### config.mk
export PLATFORM = sky130hd
export DESIGN_NAME = comparator_nbit_serial
export DESIGN_NICKNAME = d
export VERILOG_FILES = /design/src/rtl/comparator_pkg.sv /design/src/rtl/comparator_slice.sv /design/src/rtl/comparator_nbit_serial.sv
export SDC_FILE = /design/constraint.sdc
export NUM_CORES = 1
export LEC_CHECK = 0
export ABC_AREA = 1
export CORE_MARGIN = 2
export CORE_UTILIZATION = 50
export CTS_CLUSTER_DIAMETER = 200
export CTS_CLUSTER_SIZE = 16
export DETAILED_ROUTE_END_ITERATION = 8
export PLACE_DENSITY = 0.87
export SETUP_SLACK_MARGIN = 0.3
export SKIP_LAST_GASP = 1
export SYNTH_ARGS = -nofsm -noshare
export SYNTH_HDL_FRONTEND = slang
export SYNTH_SLANG_ARGS = --single-unit
export TNS_END_PERCENT = 1
### constraint.sdc
create_clock -name clk -period 1.41 [get_ports clk]
set_input_delay 0.282 -clock clk [delete_from_list [all_inputs] [get_ports clk]]
set_output_delay 0.282 -clock clk [all_outputs]
set_load 0.005 [all_outputs]
### src/rtl/comparator_pkg.sv
// Shared constants and FSM encoding for the serial comparator.
// Result codes are one-hot; CMP_NONE marks "no slice has differed yet".
package comparator_pkg;

  localparam logic [2:0] CMP_GT   = 3'b100;
  localparam logic [2:0] CMP_LT   = 3'b010;
  localparam logic [2:0] CMP_EQ   = 3'b001;
  localparam logic [2:0] CMP_NONE = 3'b000;

  typedef enum logic [1:0] {
    IDLE = 2'd0,
    RUN  = 2'd1,
    DONE = 2'd2
  } state_e;

endpackage

### src/rtl/comparator_slice.sv
// Combinational compare of one BPC-wide slice.
// Returns a one-hot gt/lt/eq code.
module comparator_slice
  import comparator_pkg::*;
#(
  parameter int BPC = 1
) (
  input  logic [BPC-1:0] a_i,
  input  logic [BPC-1:0] b_i,
  output logic [2:0]     res_o
);

  always_comb begin
    res_o = CMP_EQ;
    unique case (1'b1)
      (a_i > b_i): res_o = CMP_GT;
      (a_i < b_i): res_o = CMP_LT;
      default:     res_o = CMP_EQ;
    endcase
  end

endmodule

### src/rtl/comparator_nbit_serial.sv
// MSB-first serial unsigned comparator, BITS_PER_CYCLE bits per cycle.
// Define COMPARATOR_EARLY_EXIT_EN to leave RUN on the first differing slice.
module comparator_nbit_serial
  import comparator_pkg::*;
#(
  parameter int WIDTH          = 8,
  parameter int BITS_PER_CYCLE = 1
) (
  input  logic             clk,
  input  logic             rst_n,
  input  logic             start,
  input  logic [WIDTH-1:0] a,
  input  logic [WIDTH-1:0] b,
  output logic             busy,
  output logic             done,
  output logic [2:0]       y
);

  localparam int N  = WIDTH / BITS_PER_CYCLE;
  localparam int CW = $clog2(N) + 1;
  localparam logic [CW-1:0] LAST = CW'(N - 1);

  state_e           state_q, state_d;
  logic [WIDTH-1:0] a_q, a_d;
  logic [WIDTH-1:0] b_q, b_d;
  logic [CW-1:0]    cnt_q, cnt_d;
  logic [2:0]       dec_q, dec_d;
  logic [2:0]       y_q, y_d;
  logic [2:0]       slice_res;
  logic [2:0]       dec_nxt;
  logic             last;

  comparator_slice #(
    .BPC(BITS_PER_CYCLE)
  ) u_slice (
    .a_i  (a_q[WIDTH-1 -: BITS_PER_CYCLE]),
    .b_i  (b_q[WIDTH-1 -: BITS_PER_CYCLE]),
    .res_o(slice_res)
  );

  // Once decided, later slices cannot change the verdict.
  assign dec_nxt = (dec_q != CMP_NONE) ? dec_q :
                   (slice_res == CMP_EQ) ? CMP_NONE : slice_res;

`ifdef COMPARATOR_EARLY_EXIT_EN
  assign last = (cnt_q == LAST) || (dec_nxt != CMP_NONE);
`else
  assign last = (cnt_q == LAST);
`endif

  always_comb begin
    state_d = state_q;
    a_d     = a_q;
    b_d     = b_q;
    cnt_d   = cnt_q;
    dec_d   = dec_q;
    y_d     = y_q;
    unique case (state_q)
      IDLE, DONE: begin
        if (start) begin
          state_d = RUN;
          a_d     = a;
          b_d     = b;
          cnt_d   = '0;
          dec_d   = CMP_NONE;
        end else begin
          state_d = IDLE;
        end
      end
      RUN: begin
        a_d   = a_q << BITS_PER_CYCLE;
        b_d   = b_q << BITS_PER_CYCLE;
        cnt_d = cnt_q + CW'(1);
        dec_d = dec_nxt;
        if (last) begin
          state_d = DONE;
          y_d     = (dec_nxt == CMP_NONE) ? CMP_EQ : dec_nxt;
        end
      end
      default: state_d = IDLE;
    endcase
  end

  always_ff @(posedge clk) begin
    if (!rst_n) begin
      state_q <= IDLE;
      a_q     <= '0;
      b_q     <= '0;
      cnt_q   <= '0;
      dec_q   <= CMP_NONE;
      y_q     <= CMP_NONE;
    end else begin
      state_q <= state_d;
      a_q     <= a_d;
      b_q     <= b_d;
      cnt_q   <= cnt_d;
      dec_q   <= dec_d;
      y_q     <= y_d;
    end
  end

  assign busy = (state_q == RUN);
  assign done = (state_q == DONE);
  assign y    = y_q;

endmodule

# [After elaboration in Yosys (flattened, before gate mapping)]
# Cells that the tools add are included.
[totals] register_bits=28 wordCells=37
[op_classes] add_sub_neg=1 order_cmp=2 n_eq_ne=6 muxes=15 reduce_logical=7
[op_table] operator="8-bit one-hot mux with 2 select lines" count=2
[op_table] operator="8-bit two-way mux" count=2
[op_table] operator="3-bit two-way mux" count=4
[op_table] operator="3-bit one-hot mux with 2 select lines" count=2
[op_table] operator="4-bit one-hot mux with 2 select lines" count=1
[op_table] operator="4-bit by 1-bit adder with 4-bit output (second input constant)" count=1
[op_table] operator="4-bit by 3-bit == test with 1-bit output (second input constant)" count=1
[op_table] operator="4-bit two-way mux" count=1
[op_table] operator="2-bit one-hot mux with 2 select lines" count=1
[op_table] operator="2-bit AND reduction" count=2
[op_table] operator="3-bit by 1-bit == test with 1-bit output (second input constant)" count=1
[op_table] operator="3-bit logical NOT" count=1
[op_table] operator="3-bit nonzero test" count=1
[op_table] operator="2-bit by 1-bit == test with 1-bit output (second input constant)" count=1
[op_table] operator="2-bit == test (second input constant)" count=1
[op_table] operator="2-bit logical NOT" count=1
[op_table] operator="2-bit two-way mux" count=1
[op_table] operator="2-bit by 1-bit inequality test with 1-bit output (second input constant)" count=1
[op_table] operator="2-bit inequality test (second input constant)" count=1
[op_table] operator="2-bit nonzero test" count=1
[op_table] operator="2-bit OR reduction" count=1
[op_table] operator="1-bit > comparator" count=1
[op_table] operator="1-bit < comparator" count=1
[op_table] operator="1-bit two-way mux" count=1

# [Depth between registers and ports, before layout]
[logic_depth] depth_word=7 mapped_depth=7 ltp_nobuf=7

# [Cells and area by module]
# A second synthesis with hierarchy kept.
[unflattened] cells_unflattened=158 hier_area_um2=1206.2
[by_module_without_submodules] module="comparator_nbit_serial" instances=1 cells_each=154 area_each_um2=1173.6 seq_area_each_um2=560.5
[by_module_without_submodules] module="comparator_slice" instances=1 cells_each=4 area_each_um2=32.5 seq_area_each_um2=0.0

# [Worst setup path before layout]
# OpenSTA, ideal clock, no wires.
[synth_timing] kind="register to register" from="register cnt_q[0]" to="register y_q[0], in the netlist y[0]" setup_ps=70 arrival_ps=997 required_time_ps=1340 setup_slack_ps=343 path_stages_with_launch=8 synth_period_minus_slack_ps=1067 cell_sequence="dfxtp_1 -> ha_1 -> nand2_1 -> nor2_2 -> nand2_1 -> nand2_1 -> nand2_1 -> a21oi_1"
[synth_between] elab_chain_len=2
[synth_lines] element="start: declaration" line="comparator_nbit_serial.sv:26" rtl="logic [CW-1:0] cnt_q, cnt_d;"
[synth_lines] element="start signal: assignment" line="comparator_nbit_serial.sv:96" rtl="cnt_q <= cnt_d;"
[synth_lines] element="4-bit by 3-bit == test with 1-bit output" line="comparator_nbit_serial.sv:48" rtl="assign last = (cnt_q == LAST);"
[synth_lines] element="2-bit AND reduction (no line)"
[synth_lines] element="end signal: assignment" line="comparator_nbit_serial.sv:98" rtl="y_q <= y_d;"
[synth_lines] element="end: declaration" line="comparator_nbit_serial.sv:28" rtl="logic [2:0] y_q, y_d;"
# No other way between the ends.
# A chain may end at the register's enable or synchronous reset.

# [Final worst setup path]
[layout_timing] from="register state_q[1]" to="output busy"
[layout_between] elab_chain_len=1
[layout_lines] element="start: declaration" line="comparator_nbit_serial.sv:23" rtl="state_e state_q, state_d;"
[layout_lines] element="start signal: assignment" line="comparator_nbit_serial.sv:93" rtl="state_q <= state_d;"
[layout_lines] element="2-bit by 1-bit == test with 1-bit output" line="comparator_nbit_serial.sv:102" rtl="assign busy = (state_q == RUN);"
[layout_lines] element="end: declaration" line="comparator_nbit_serial.sv:14" rtl="output logic busy,"
# No other way between the ends.

==> run metrics <==
die area=2950 um2; pre-CTS worst setup slack=-0.0223 ns; CP arrival=0.93 ns; Total Power=1.65 mW; count of final hold-check violations=0; final design area excluding fillers=1690 um2; MaxCap Viol Count=0; most common cell after layout, fill and taps aside=nand2_1; Reg2Reg Depth=7; startpoint types=flip-flop; part of the power in combinational logic=16.5%; flops & latches, synth=28; Crit. End Element=primary output; worst setup path category=reg -> out; first-pass GRT wire length=4.37 mm; clk slew on worst S/H paths=0.16 ns; initial antenna violation count=0; Root Driver=clkbuf_4; Final WS setup=0.199 ns; fraction of layout cells with a size suffix above 1=32.1%; Ant. Diodes=0; Sw Share=24.5%; area delta synth->final=33.3%; Initial Utilization=52.0%; Final ANT Viol Nets=0; Placed Area=1520 um2; time the worst path needs with I/O delays and setup=1.21 ns; Vias/cell=5.25; post-layout util=69.3%; FP Rows=18; GRT Residual Overflow=0; chip width=54.3 um; WHS Endpoint=a_q[0]$_SDFFE_PN0P_; most frequent cells in the layout=nand2_1 (46), dfxtp_1 (21), clkdlybuf4s50_1 (18); post-synthesis sequential area ratio=44.3%; Tcrit/Tclk final=85.9%; Yosys cell types=23; Avg Inst Size Synth=8.21 um2; placed cells=207; Avg WL per Cell=12.5 um; FF-to-FF Start=cnt_q[0]$_SDFFE_PN0P_; synth warn=0; PD cells=981 nW/um2; Mapped Cells=154; clk_skew=0.0161 ns; Buffers on Ports=23; H-tree depth=1; hold crit path type=reg -> reg; Final Setup Violations=0; DRC Markers=0; setup TNS=0 ns; Overall Global Routing Usage=20.1%; Worst Tran Pin Value=0.233 ns; Filler Cells Inserted=194; vias after detailed routing=1155; TritonCTS clock tree=yes; Internal=1.25 mW; clock sink count=28; Hold Crit Start=a_q[0]$_SDFFE_PN0P_; top cell type by total area after synthesis=dfxtp_1; nets=213; worst IR drop on VDD=633 uV; Routability Congestion=0.868; Net Count, Synth=176; post-synth top area share=44.3%; WHS=0.481 ns; r2r setup slk=0.22 ns; mapped cell area=1260 um2; detailed router's first-iteration violation count=19; Critical Path RT=1.13 ns; clock network power share=31.6%; maximum buffer depth of the clock tree=2; routed wire length=2.75 mm; Cells on Worst Hold Path=2; status=completed; relative slew slack=84.5%; largest net degree at the start of global routing=22; Pleak=0.624 nW; Synth area leaders=dfxtp_1 (44%), nand2_1 (14%), a31oi_2 (4.9%); IO Pins=24; RR Endpoint=y[0]$_SDFFE_PN0P_; critical path fanouts, max=2; Core ar.=2430 um2; hpwl dp=1.85 mm; vias in the first global route=1099; worst skew pair latency=0.33 ns; Slew Viols, Final=0; unrepaired setup endpoints after global routing=yes; DR pass1 iterations=4; Psw=0.406 mW; die span in y=54.3 um; Post-Layout Cell Count=220; fmax=826 MHz; TritonCTS Buffers=3; Seq pwr share=51.8%
[cell type report]
cell class                      count  area (um2)  area share (%)
Sequential cell                    28         569            33.8
Clock inverter                      1        30.0            1.78
Multi-Input combinational cell    109         628            37.2
Clock buffer                        3        22.5            1.34
Inverter                           11        55.1            3.26
Tap cell                           30        37.5            2.23
Timing Repair Buffer               37         335            19.9
Timing Repair inverter              1        8.76           0.519
[registers in the layout (all words and copies together), names as in the netlist]
name / count
cnt_q: 4
dec_q: 3
state_q: 2
a_q: 8
y: 3
b_q: 8
[metal layers]
metal	up-vias	wire, um	track usage, %	share of wire, %
met5	-	0	0	0
met4	0	46	6.25	1.7
met3	7	154	2.73	5.6
met2	42	1410	41.0	51
met1	531	1130	20.6	41
li1	575	-	-	-
[logic make-up after synthesis]
logic type,count (synthesis),share of synthesized area [%]
AOI/OAI and AO/OA,30,17.5
and+or+nand+nor,76,26.9
buffers and inverters,17,8.31
adders and majority gates,3,2.97
DFF,28,44.3
[cells in the mapped netlist]
cell type	n
nand2_1	46
dfxtp_1	28
nand2_2	10
a31oi_1	9
nor2_1	8
a21oi_1	7
inv_1	7
a31oi_2	5
a21oi_2	4
nand3_1	4
nor3_1	4
o21ai_0	4
ha_1	3
inv_2	3
buf_6	2
nand2_4	2
nor2_2	2
a211oi_2	1
buf_12	1
buf_2	1
buf_4	1
clkbuf_1	1
inv_6	1
[critical path, stage by stage, from the launching register on]
cell     delay (ns)
dfxtp_2        0.34
inv_2          0.05
nand2_2        0.06
inv_2          0.07
buf_6          0.09
[timing repair]
item                                    in CTS  in global routing
gates resized for setup                     24                  9
setup buffers                                7                  1
pin swaps                                    1                  3
endpoints found under the setup margin       9                 31
hold buffers                                 0                  0
cloned                                       0                  1
[power by group through the flow]
stage | sequential, mW | combinational, mW | clock, mW
2_1_floorplan | 0.868 | 0.166 | 0
3_3_place_gp | 0.871 | 0.233 | 0
5_1_grt | 0.863 | 0.301 | 0.556
6_report | 0.858 | 0.273 | 0.524
3_5_place_dp | 0.874 | 0.239 | 0
4_1_cts | 0.856 | 0.253 | 0.528
[how the worst max path moves through the flow]
stage	start	end	slack, ns	cells past startpoint
floorplan	cnt_q[0]$_SDFFE_PN0P_	y[0]$_SDFFE_PN0P_	0.34	7
global placement	start	b_q[7]$_SDFFE_PN0P_	-0.01	5
detailed placement	start	a_q[5]$_SDFFE_PN0P_	-0.02	5
CTS	state_q[1]$_SDFFE_PN0P_	busy	0.21	4
global route	state_q[1]$_SDFFE_PN0P_	busy	0.15	4
finish	state_q[1]$_SDFFE_PN0P_	busy	0.20	4
Power figures use the tool's default switching activity.
